--- config.mk ---
export PLATFORM = sky130hd
export DESIGN_NAME = alu_issue_seq
export DESIGN_NICKNAME = d
export VERILOG_FILES = /design/src/rtl/alu_issue_seq.sv
export SDC_FILE = /design/constraint.sdc
export NUM_CORES = 1
export LEC_CHECK = 0
export CAP_MARGIN = 40
export CORE_ASPECT_RATIO = 1.2
export CORE_MARGIN = 4
export CORE_UTILIZATION = 40
export CTS_CLUSTER_DIAMETER = 40
export CTS_CLUSTER_SIZE = 14
export DETAILED_ROUTE_END_ITERATION = 12
export HOLD_SLACK_MARGIN = 0.1
export PLACE_DENSITY = 0.66
export SYNTH_ARGS = -nofsm -noshare
export SYNTH_HDL_FRONTEND = slang
export SYNTH_SLANG_ARGS = --single-unit
--- constraint.sdc ---
create_clock -name clk -period 2.6 [get_ports clk]
set_input_delay 0.39 -clock clk [delete_from_list [all_inputs] [get_ports clk]]
set_output_delay 0.39 -clock clk [all_outputs]
set_load 0.005 [all_outputs]
--- src/rtl/alu_issue_seq.sv ---
// -----------------------------------------------------------------------------
// alu_issue_seq
//
// Instruction sequencer that feeds the receiver-datapath ALU. It takes 32-bit
// instruction words from a valid/ready stream, decodes them into opcode, shift
// and operands read from a local register file, and drives registered ALU
// inputs. The ALU result, which is combinational, is written back into the
// register file and presented on a result stream at the end of the EXEC cycle.
//
// Pipeline:
//   ISSUE - on an accept edge the decoded instruction is registered onto the
//           alu_* outputs and the EXEC stage becomes valid.
//   EXEC  - alu_* stay stable for the whole cycle. At the closing edge the ALU
//           result is written to regfile[rd] and loaded into res_data/res_rd.
//
// Ports:
//   clk, rst_n            clock, asynchronous active-low reset
//   ins_valid/ins_ready   instruction stream handshake
//   ins_data              [31:24] opcode, [23:19] shift, [18:16] rd,
//                         [15:13] ra, [12:10] rb, [9] imm_en, [8:0] imm9
//   alu_opcode/a/b/shift  registered ALU inputs
//   alu_result            combinational ALU output
//   res_valid/res_ready   result stream handshake
//   res_data, res_rd      written-back value and its destination register
//   dbg_addr, dbg_data    combinational register file read port
// -----------------------------------------------------------------------------
module alu_issue_seq #(
    parameter int                N       = 16,
    parameter int                C       = 8,
    parameter int                S       = 5,
    parameter int                R       = 8,
    parameter logic [C-1:0]      ALU_NOP = '0
) (
    input  logic                 clk,
    input  logic                 rst_n,

    input  logic                 ins_valid,
    output logic                 ins_ready,
    input  logic [31:0]          ins_data,

    output logic [C-1:0]         alu_opcode,
    output logic [N-1:0]         alu_a,
    output logic [N-1:0]         alu_b,
    output logic [S-1:0]         alu_shift,
    input  logic [N-1:0]         alu_result,

    output logic                 res_valid,
    input  logic                 res_ready,
    output logic [N-1:0]         res_data,
    output logic [$clog2(R)-1:0] res_rd,

    input  logic [$clog2(R)-1:0] dbg_addr,
    output logic [N-1:0]         dbg_data
);

    localparam int RW = $clog2(R);

    // -------------------------------------------------------------------------
    // Instruction decode
    // -------------------------------------------------------------------------
    logic [C-1:0]  dec_opcode;
    logic [S-1:0]  dec_shift;
    logic [RW-1:0] dec_rd;
    logic [RW-1:0] dec_ra;
    logic [RW-1:0] dec_rb;
    logic          dec_imm_en;
    logic [8:0]    dec_imm9;
    logic [N-1:0]  dec_imm_ext;

    assign dec_opcode  = ins_data[31:24];
    assign dec_shift   = ins_data[23:19];
    assign dec_rd      = ins_data[18:16];
    assign dec_ra      = ins_data[15:13];
    assign dec_rb      = ins_data[12:10];
    assign dec_imm_en  = ins_data[9];
    assign dec_imm9    = ins_data[8:0];
    // imm9 is two's complement; its sign bit is replicated up to N bits.
    assign dec_imm_ext = {{(N-9){dec_imm9[8]}}, dec_imm9};

    // -------------------------------------------------------------------------
    // State
    // -------------------------------------------------------------------------
    logic [N-1:0]  regs_q [R];

    logic [C-1:0]  alu_opcode_q, alu_opcode_d;
    logic [N-1:0]  alu_a_q,      alu_a_d;
    logic [N-1:0]  alu_b_q,      alu_b_d;
    logic [S-1:0]  alu_shift_q,  alu_shift_d;
    logic          exec_valid_q, exec_valid_d;
    logic [RW-1:0] exec_rd_q,    exec_rd_d;
    logic          res_valid_q,  res_valid_d;
    logic [N-1:0]  res_data_q,   res_data_d;
    logic [RW-1:0] res_rd_q,     res_rd_d;

    // -------------------------------------------------------------------------
    // Control
    // -------------------------------------------------------------------------
    logic          stall;
    logic          accept;
    logic          exec_wr;
    logic          wb_en;
    logic          fwd_a;
    logic          fwd_b;
    logic [N-1:0]  opnd_a;
    logic [N-1:0]  opnd_b;

    // A result that has not been taken freezes the whole pipe: EXEC cannot
    // retire into res_data, so nothing new may enter EXEC either.
    assign stall     = res_valid_q && !res_ready;
    assign ins_ready = !stall;
    assign accept    = ins_valid && ins_ready;

    // A NOP occupies EXEC but never writes back.
    assign exec_wr   = exec_valid_q && (alu_opcode_q != ALU_NOP);
    assign wb_en     = exec_wr && !stall;

    // Forwarding: an instruction accepted while EXEC is about to write a
    // register it reads takes the live ALU result instead of the stale file
    // entry. Accept implies !stall, so the write lands on the same edge.
    assign fwd_a     = exec_wr && (exec_rd_q == dec_ra);
    assign fwd_b     = exec_wr && !dec_imm_en && (exec_rd_q == dec_rb);

    assign opnd_a    = fwd_a ? alu_result : regs_q[dec_ra];
    assign opnd_b    = dec_imm_en ? dec_imm_ext
                     : (fwd_b ? alu_result : regs_q[dec_rb]);

    // -------------------------------------------------------------------------
    // Next-state logic
    // -------------------------------------------------------------------------
    always_comb begin
        alu_opcode_d = alu_opcode_q;
        alu_a_d      = alu_a_q;
        alu_b_d      = alu_b_q;
        alu_shift_d  = alu_shift_q;
        exec_valid_d = exec_valid_q;
        exec_rd_d    = exec_rd_q;
        res_valid_d  = res_valid_q;
        res_data_d   = res_data_q;
        res_rd_d     = res_rd_q;

        if (!stall) begin
            // ISSUE stage
            if (accept) begin
                alu_opcode_d = dec_opcode;
                alu_a_d      = opnd_a;
                alu_b_d      = opnd_b;
                alu_shift_d  = dec_shift;
                exec_valid_d = 1'b1;
                exec_rd_d    = dec_rd;
            end else begin
                // Idle: ALU sees NOP, operands keep their last values so the
                // ALU inputs do not toggle needlessly.
                alu_opcode_d = ALU_NOP;
                exec_valid_d = 1'b0;
            end

            // EXEC retirement into the result register
            if (exec_wr) begin
                res_valid_d = 1'b1;
                res_data_d  = alu_result;
                res_rd_d    = exec_rd_q;
            end else if (res_valid_q && res_ready) begin
                res_valid_d = 1'b0;
            end
        end
    end

    // -------------------------------------------------------------------------
    // Pipeline registers
    // -------------------------------------------------------------------------
    always_ff @(posedge clk or negedge rst_n) begin
        if (!rst_n) begin
            alu_opcode_q <= ALU_NOP;
            alu_a_q      <= '0;
            alu_b_q      <= '0;
            alu_shift_q  <= '0;
            exec_valid_q <= 1'b0;
            exec_rd_q    <= '0;
            res_valid_q  <= 1'b0;
            res_data_q   <= '0;
            res_rd_q     <= '0;
        end else begin
            alu_opcode_q <= alu_opcode_d;
            alu_a_q      <= alu_a_d;
            alu_b_q      <= alu_b_d;
            alu_shift_q  <= alu_shift_d;
            exec_valid_q <= exec_valid_d;
            exec_rd_q    <= exec_rd_d;
            res_valid_q  <= res_valid_d;
            res_data_q   <= res_data_d;
            res_rd_q     <= res_rd_d;
        end
    end

    // -------------------------------------------------------------------------
    // Register file: one write port (EXEC writeback), asynchronous clear.
    // Reads are combinational, so a read of the entry being written this cycle
    // returns the old value; the new one appears after the edge.
    // -------------------------------------------------------------------------
    for (genvar gi = 0; gi < R; gi++) begin : g_regs
        always_ff @(posedge clk or negedge rst_n) begin
            if (!rst_n) begin
                regs_q[gi] <= '0;
            end else if (wb_en && (exec_rd_q == RW'(gi))) begin
                regs_q[gi] <= alu_result;
            end
        end
    end

    // -------------------------------------------------------------------------
    // Outputs
    // -------------------------------------------------------------------------
    assign alu_opcode = alu_opcode_q;
    assign alu_a      = alu_a_q;
    assign alu_b      = alu_b_q;
    assign alu_shift  = alu_shift_q;
    assign res_valid  = res_valid_q;
    assign res_data   = res_data_q;
    assign res_rd     = res_rd_q;
    assign dbg_data   = regs_q[dbg_addr];

endmodule

==> summary.md <==
| Metric | Value |
|---|---|
| Run status | `complete, no violations` |
| Total detailed-routing wirelength | `30.2 mm` |
| Fillers | `2270` |
| Core area | `26600 sq um` |
| Rel. slew slack | `49.7%` |
| Synthesis warning total | `0` |
| Overall via count from detail_route | `7474` |
| Highest Clock Rate | `399 MHz` |
| Final-layout setup total negative slack | `0 ns` |
| Final Skew | `0.0118 ns` |
| Worst voltage drop across the vdd grid | `0.484 mV` |
| First-pass GRT wire length | `46.8 mm` |
| Number of max-slew violations in the final report | `0` |
| Buffers added on ports | `136` |
| Areal power density over the cells | `1010 nW/um^2` |
| Die height | `189 um` |
| Class of the most critical setup path | `flop to primary output` |
| Footprint of the multi-input gates | `5460 sq um` |
| Distinct cell type count after synthesis | `45` |
| Post-CTS Setup Inserts | `0` |
| All-layer global routing usage | `20.5%` |
| Critical Path Fanout Max | `4` |
| Fin Hold WS | `0.452 ns` |
| Total power of the final layout | `13.6 mW` |
| Clock Path Buffers | `2` |
| CTS tree | `yes` |
| Leakage power | `5.75 nW` |
| Yosys reg bits | `197` |
| Classification of the worst-slack hold path | `input port to asynchronous set/reset pin` |
| Number of hold violations in the final report | `0` |
| Proportion of power drawn by combinational gates | `38.0%` |
| Gr ovfl total | `0` |
| Die area | `29900 sq um` |
| Mean routed wirelength per cell | `23.7 um` |
| Critical path startpoint category | `flop` |
| Minimum setup slack in the final design | `0.0960 ns` |
| Critical path required time | `2.21 ns` |
| Violation count after the first detailed-route iteration | `575` |
| Number of cell rows | `65` |
| Remaining antenna violation count after routing | `0` |
| Layout cell share with drive strength beyond 1 | `34.7%` |
| Final HPWL from detailed placement | `20.2 mm` |
| Antenna violations before repair | `0` |
| Worst-Margin Slew | `0.755 ns` |
| Cell types with the largest area share after synthesis | `dfrtp_1 45%, mux4_2 17%, mux2_2 14%, mux2i_1 5.5%, mux2_4 2.8%` |
| Layout Nets | `981` |
| Syn Area/Cell | `13.6 sq um` |
| CTS H-tree lvls | `4` |
| Fin util | `50.4%` |
| Clock sink count | `197` |
| Number of max-capacitance violations reported | `0` |
| Clk Latency, worst-skew pair | `0.44 ns` |
| Switching power | `4.24 mW` |
| Post-route minimum period | `2.50 ns` |
| Via count of the first global-routing pass | `7588` |
| Fraction of synthesized cell area taken by the top area cell type | `45.3%` |
| Initial standard-cell utilization of the core | `40.9%` |
| Die extent in x | `159 um` |
| Worst slack, placed | `-0.0539 ns` |
| Post-Syn Instances | `799` |
| Cell area after technology mapping | `10900 sq um` |
| RSZ-0062 raised after global routing | `false` |
| Area used by sequential logic in the layout | `4930 sq um` |
| Most frequent cells in the layout | `197 x dfrtp_1, 132 x mux2_2, 131 x clkdlybuf4s50_1` |
| Largest net degree at the start of global routing | `67` |
| Cell at the root of the clock tree | `clkbuf_16` |
| Clock power share | `20.4%` |
| Net count after synthesis | `854` |
| Cell taking the most area after synthesis | `dfrtp_1` |
| Fin crit share | `96.3%` |
| Power Internal | `9.32 mW` |
| N_diodes | `0` |
| Routability congestion estimate | `0.811` |
| Most common library cell in the layout ignoring fill and taps | `dfrtp_1` |
| Part of the total power dissipated in sequential elements | `41.6%` |
| Layout-stage area growth over the synthesis result | `23.1%` |
| Switching part of the total | `31.3%` |
| Count of unresolved DRC violations after routing | `0` |
| Endpoint kind of the worst setup timing path | `primary output` |
| Mean number of vias per cell | `5.87` |
| Top Ports | `137` |
| Setup Viol. Count Final | `0` |
| Number of detailed-route iterations in the first pass | `5` |
| TritonCTS Buffers | `17` |
| Sequential element share of the synthesized area | `45.3%` |
| Data arrival time at the worst-slack endpoint | `2.11 ns` |
| Clock input transition at the sequential cells of the worst setup and hold paths | `0.07 ns` |
[cell families after synthesis]
logic type | count (synthesis) | synth area share, %
xor gates and xnor gates | 6 | 0.483
buffers and inverters | 95 | 4.55
DFF | 197 | 45.3
AOI/OAI and AO/OA | 97 | 6.19
and+or+nand+nor | 112 | 5.02
muxes | 292 | 38.5
[per-stage QoR]
| stage | std cells | area [sq um] |
|---|---|---|
| after global routing | 1274 | 13400 |
| after floorplan | 799 | 10900 |
| final | 1274 | 13400 |
| after CTS | 1274 | 13400 |
| after detailed placement | 1240 | 12800 |
| after global placement | 1240 | 12800 |
[area by class of cell]
type | count | share of cell area [%]
repair buffers | 186 | 14.2
clock buffers | 19 | 3.23
well taps | 335 | 3.13
clock inverters | 13 | 1.26
flip-flops and latches | 197 | 36.8
inverters | 17 | 0.570
multi-input cells | 507 | 40.8
[flip-flops by register name, indices dropped and copies added, names as in the netlist]
register and flops:
exec_valid_q 1, alu_a 16, regs_q 128, alu_shift 5, res_rd 3, res_data 16, exec_rd_q 3, res_valid 1
alu_b 16, alu_opcode 8
[path summary, 6_finish.rpt]
kind,startpoint,end,slack [ns],depth (start not counted)
min in group clk,alu_shift[0],alu_shift[0],0.48,2
max in group asynchronous,rst_n,res_rd[2],1.38,3
hold reg to reg,alu_shift[0],alu_shift[0],0.48,2
setup reg to reg,alu_opcode[4],regs_q[115],0.41,5
setup / recovery,regs_q[127],dbg_data[15],0.1,3
hold / removal,rst_n,regs_q[66],0.45,2
[per-layer routing]
metal	GRT usage, %	share of wire, %
met5	0	0
met4	6.17	2.0
met3	4.50	7.1
met2	30.6	46
met1	29.9	44
[power groups by stage]
| stage | Clock, mW | Combinational [mW] | Sequential (mW) |
|---|---|---|---|
| finish | 2.76 | 5.16 | 5.64 |
| global route | 2.95 | 5.58 | 5.82 |
| CTS | 2.82 | 5.20 | 5.61 |
| detailed placement | 0 | 5.16 | 5.67 |
| global placement | 0 | 5.08 | 5.63 |
| floorplan | 0 | 3.29 | 5.27 |
[critical path: stages (launching register included)]
cell and delay (ns):
dfrtp_1 0.42, mux4_2 0.47, mux2_2 0.27, clkdlybuf4s50_1 0.51
[cell usage after synthesis, drive strengths merged]
cell type,instances
o2111ai,1
nand3,3
nand4b,1
nor2,29
o311ai,1
o31ai,7
and3,3
xnor2,2
or4,2
clkinv,1
a22o,15
mux4,80
a211oi,3
dfrtp,197
a22oi,1
nand4,1
nor3,2
nand3b,5
o211ai,1
o31a,1
xor2,4
nor4,4
a21oi,8
mux2i,60
nand2,52
o21ai,35
mux2,152
nand2b,1
and2,2
a221oi,23
buf,43
a21bo,1
nor2b,7
clkbuf,35
inv,16
[timing repair]
action,in CTS,in global routing
hold buffers,1,0
hold endpoints to repair,47,0
resized for setup,2,0
endpoints found under the setup margin,13,0
No activity file was read; power rests on OpenSTA's default activity.
==> RTL edit 1: new RTL, config.mk and constraints unchanged <==
Register the output `dbg_data`, cleared by the reset; this adds one clock of latency there. The other outputs are not delayed to match. Comments in the files are not updated.
--- a/src/rtl/alu_issue_seq.sv
+++ b/src/rtl/alu_issue_seq.sv
@@ -218,5 +218,11 @@
     assign res_data   = res_data_q;
     assign res_rd     = res_rd_q;
-    assign dbg_data   = regs_q[dbg_addr];
+    always_ff @(posedge clk or negedge rst_n) begin
+        if (!rst_n) begin
+            dbg_data <= '0;
+        end else begin
+            dbg_data <= regs_q[dbg_addr];
+        end
+    end
 
 endmodule
Behaviour: not the same (a bounded check fails within 4 cycles, from zero or initial values and one cycle with rst_n low).
==> RTL edit 1 against the unedited design <==
  * Core utilization rose by 1.4 points
  * Worst setup slack better by 0.22 ns
  * Worst hold slack worse by 0.040 ns
  * Final area increased by 8.2%
  * Clock skew up 0.0064 ns
  * Critical path depth is 2 higher
  * Area after synthesis is 4.5% higher
  * Total power grew 16%
  * Sequential cell count increased by 16
  * Synthesized cell count increased by 3.4%
  * Routed wire length up 7.6%
  * Fmax up 9.5%
  * Critical endpoint is now regs_q[115]$_DFFE_PN0P_
  * Largest power group unchanged
==> RTL edit 1: results (changes against the unedited design) <==
area share of fa/ha/maj cells after synthesis = 0 (unchanged)
CP Capture Point = regs_q[115]$_DFFE_PN0P_
Critical Path Fanout Max = 16 (+12)
Synth async-reset ratio = 1.00 (unchanged)
first-pass GRT wire length = 50400 µm (+7.7%)
XOR/XNOR share of the synthesized area = 0.00462 (-0.000206)
max reg flops = 128 (unchanged)
CP Class = reg -> reg
Layout Cells excl Fill = 1373 (+7.8%)
number of fill cells = 2411 (+6.2%)
hold_buf cts = 1 (unchanged)
syn nets = 881 (+3.2%)
post-synthesis sequential area ratio = 0.469 (+0.0159)
largest cells by area after synthesis = dfrtp_1 47%, mux4_2 16%, mux2_2 14%
CTS Buf Count = 34 (+17)
slowest CP cell = nor4_1
worst hold path type = in -> reg
Max rail drop VDD = 0.000497 V (+2.6%)
Worst EP arrival = 2.66 ns (+0.55 ns)
Synth Area in Compound Gates = 0.0508 (-0.0111)
final net count = 1028 (+4.8%)
Root Driver = clkbuf_16
Top reg by flops = regs_q
Rel. slew slack = 0.583 (+0.0866)
Final Skew = 0.0182 ns (+0.00638 ns)
status = finished clean
Cells after DPL = 1315 (+6.0%)
Worst path max stage delay = 0.48 ns (-0.03 ns)
initial DRC count = 540 (-6.1%)
fraction of layout cells with a size suffix above 1 = 0.372 (+0.0251)
ANT cells = 0 (unchanged)
Pre-Repair DR Iteration Count = 5 (unchanged)
Longest Clk Path Bufs = 3 (+1)
mux cell area share after synthesis = 0.375 (-0.0100)
r2r startpoint = alu_opcode[1]$_DFFE_PN0N_
largest net degree at the start of global routing = 65 (-3.0%)
Pleak = 6.28 nW (+9.2%)
Vias/cell = 5.67 (-3.3%)
most instantiated cells after synthesis = 213 x dfrtp_1, 142 x mux2_2, 80 x mux4_2
antenna violations before repair = 1 (+1)
CTS resizes = 0 (-2)
htree depth = 2 (-2)
HP Start = ins_data[20]
synth unique cells = 46 (+2.2%)
synthesized netlist cell count = 826 (+3.4%)
final wirelength = 32400 µm (+7.6%)
Clock Latency Late Sink = 0.50 ns (+0.06 ns)
reg-to-reg slack, setup = 0.31 ns (-0.10 ns)
GPL Wtd Cong = 0.841 (+3.6%)
Post-DP HPWL = 21900 µm (+8.2%)
vias in the first global route = 8435 (+11%)
Most used DFF post-synth = dfrtp_1
clk slew on worst S/H paths = 0.06 ns
max-cap violations = 0 (unchanged)
Ys Warns = 0 (unchanged)
Total GRT Usage = 0.211 (+0.00646)
RTL edit 1: final cells by class:
| type | instances | area, µm² | share of cell area |
|---|---|---|---|
| multi-input combinational | 522 | 5560 | 0.383 |
| clock inverter | 18 | 223 | 0.0154 |
| clock buffer | 39 | 901 | 0.0621 |
| tap | 379 | 474 | 0.0327 |
| inverter | 12 | 57.6 | 0.00397 |
| timing repair buffer | 190 | 1960 | 0.135 |
| sequential | 213 | 5330 | 0.368 |
RTL edit 1: how the worst min path moves through the flow:
| stage | cells past startpoint | end | slack [ns] |
|---|---|---|---|
| floorplan | 0 | alu_a[0]$_DFFE_PN0P_ | 0.09 |
| global placement | 1 | alu_opcode[1]$_DFFE_PN0N_ | 0.44 |
| detailed placement | 1 | alu_opcode[1]$_DFFE_PN0N_ | 0.44 |
| CTS | 3 | alu_shift[1]$_DFFE_PN0P_ | 0.40 |
| global route | 3 | alu_shift[2]$_DFFE_PN0P_ | 0.42 |
| finish | 3 | alu_shift[1]$_DFFE_PN0P_ | 0.41 |
RTL edit 1: logic make-up after synthesis:
group | Yosys count
buffers and inverters | 91
xor gates and xnor gates | 6
DFF | 213
and+or+nand+nor | 135
AOI/OAI and AO/OA | 83
muxes | 298
RTL edit 1: critical path, delay by kind of cell (launching register included):
family	cells	cell delay (ns)
muxes	1	0.38
DFF	1	0.40
and+or+nand+nor	4	1.37
RTL edit 1: per-stage QoR:
| stage | cell area, µm² | setup slack (ns) |
|---|---|---|
| 2_1_floorplan | 11400 | 0.715 |
| 5_1_grt | 14500 | 0.110 |
| 6_report | 14500 | 0.313 |
| 3_5_place_dp | 13400 | 0.113 |
| 4_1_cts | 14500 | 0.275 |
| 3_3_place_gp | 13400 | 0.226 |
RTL edit 1: routing by layer:
metal | wire [µm] | GRT usage
met5 | 13 | 0
met2 | 17100 | 0.382
met3 | 1570 | 0.0380
met4 | 1070 | 0.0755
met1 | 12700 | 0.252
RTL edit 1: power by group:
part / switching [W] / internal, W
clock: 0.00162 / 0.00290
sequential: 0.00129 / 0.00477
combinational: 0.00177 / 0.00342
==> RTL edit 2: new RTL, config.mk and constraints unchanged <==
Made on the original files. `res_data_q` no longer has a reset.
--- a/src/rtl/alu_issue_seq.sv
+++ b/src/rtl/alu_issue_seq.sv
@@ -178,5 +178,4 @@
             exec_rd_q    <= '0;
             res_valid_q  <= 1'b0;
-            res_data_q   <= '0;
             res_rd_q     <= '0;
         end else begin
@@ -188,7 +187,10 @@
             exec_rd_q    <= exec_rd_d;
             res_valid_q  <= res_valid_d;
-            res_data_q   <= res_data_d;
             res_rd_q     <= res_rd_d;
         end
+    end
+
+    always_ff @(posedge clk) begin
+        res_data_q <= res_data_d;
     end
 
Formal check against the unedited RTL: differs if rst_n is asserted again (counterexample within 4 cycles, from zero or initial values and one cycle with rst_n low); with rst_n held inactive, the same outputs for 4 cycles.
==> RTL edit 2 against the unedited design <==
  * Routed wire length up 6.7%
  * Total power fell by 2.8%
  * Worst setup slack improved by 0.013 ns
  * Global-route usage increased by 1.2 points
  * Sequential share of layout area is 0.14 points higher
  * Final area up 1.3%
  * Sequential cell count did not move
  * Area after synthesis increased by 0.52%
  * Largest cell class unchanged
==> RTL edit 2: results (changes against the unedited design) <==
switch share = 0.321 (+0.00793)
Synth Area in Compound Gates = 0.0766 (+0.0147)
GPL Wtd Cong = 0.807 (-0.59%)
final wirelength = 32200 µm (+6.7%)
power density cells = 971 mW/mm² (-4.0%)
largest cells by area after synthesis = dfrtp_1 41%, mux4_2 16%, mux2_2 15%
reg-to-reg slack, setup = 0.21 ns (-0.20 ns)
NonClk Buf Share = 0.150 (+0.00728)
final net count = 978 (-0.31%)
synth unique cells = 46 (+2.2%)
Routed met1 length = 13400 µm (about the same)
fin util = 0.502 (-0.00143)
Post-DP HPWL = 22300 µm (+10%)
Final Skew = 0.0133 ns (+0.00151 ns)
clock-cell share of area = 0.0422 (-0.00268)
Multi-input comb cells = 488 (-3.7%)
Placed Area = 0.0130 mm² (+1.6%)
Pleak = 5.52 nW (-4.1%)
worst hold path type = reg -> reg
worst slew pin tran = 0.803 ns (+0.0485 ns)
Synth async-reset ratio = 0.919 (-0.0812)
Seq area share = 0.369 (+0.00136)
met3 WL = 1400 µm (-35%)
nonclk buf count = 200 (+7.5%)
Pre-Repair DR Iteration Count = 4 (-1)
number of enable flip-flop cells after synthesis = 16 (+16)
mux cell area share after synthesis = 0.368 (-0.0167)
antenna violations before repair = 1 (+1)
met2 Use GR = 0.380 (+0.0740)
Non-clk invs = 19 (+2)
Max rail drop VDD = 0.000412 V (-15%)
initial DRC count = 659 (+15%)
Fmax = 402 MHz (+0.54%)
area of the multi-input gates = 0.00545 mm² (-0.23%)
most instantiated cells after synthesis = 181 x dfrtp_1, 145 x mux2_2, 80 x mux4_2
CTS resizes = 4 (+2)
Worst path max stage delay = 0.49 ns (-0.02 ns)
syn nets = 840 (-1.6%)
met2 WL = 16500 µm (+18%)
worst hold slack = 0.481 ns (+0.0291 ns)
status = finished clean
pre-CTS WS = -0.0810 ns (-0.0271 ns)
==> RTL edit 2: path summary, 6_finish.rpt <==
kind	to	startpoint	cells past startpoint
setup / recovery	dbg_data[15]	regs_q[47]$_DFFE_PN0P_	3
hold / removal	alu_shift[0]$_DFFE_PN0P_	alu_shift[0]$_DFFE_PN0P_	2
setup reg to reg	regs_q[115]$_DFFE_PN0P_	alu_opcode[1]$_DFFE_PN0N_	6
hold reg to reg	alu_shift[0]$_DFFE_PN0P_	alu_shift[0]$_DFFE_PN0P_	2
max in group asynchronous	alu_b[15]$_DFFE_PN0P_	rst_n	3
min in group asynchronous	alu_shift[1]$_DFFE_PN0P_	rst_n	2
==> RTL edit 2: power groups by stage <==
stage / Combinational [W] / Sequential, W / Clock, W
final: 0.00493 / 0.00558 / 0.00266
after global routing: 0.00533 / 0.00574 / 0.00281
after CTS: 0.00499 / 0.00554 / 0.00269
after detailed placement: 0.00495 / 0.00561 / 0
after global placement: 0.00487 / 0.00555 / 0
after floorplan: 0.00321 / 0.00520 / 0
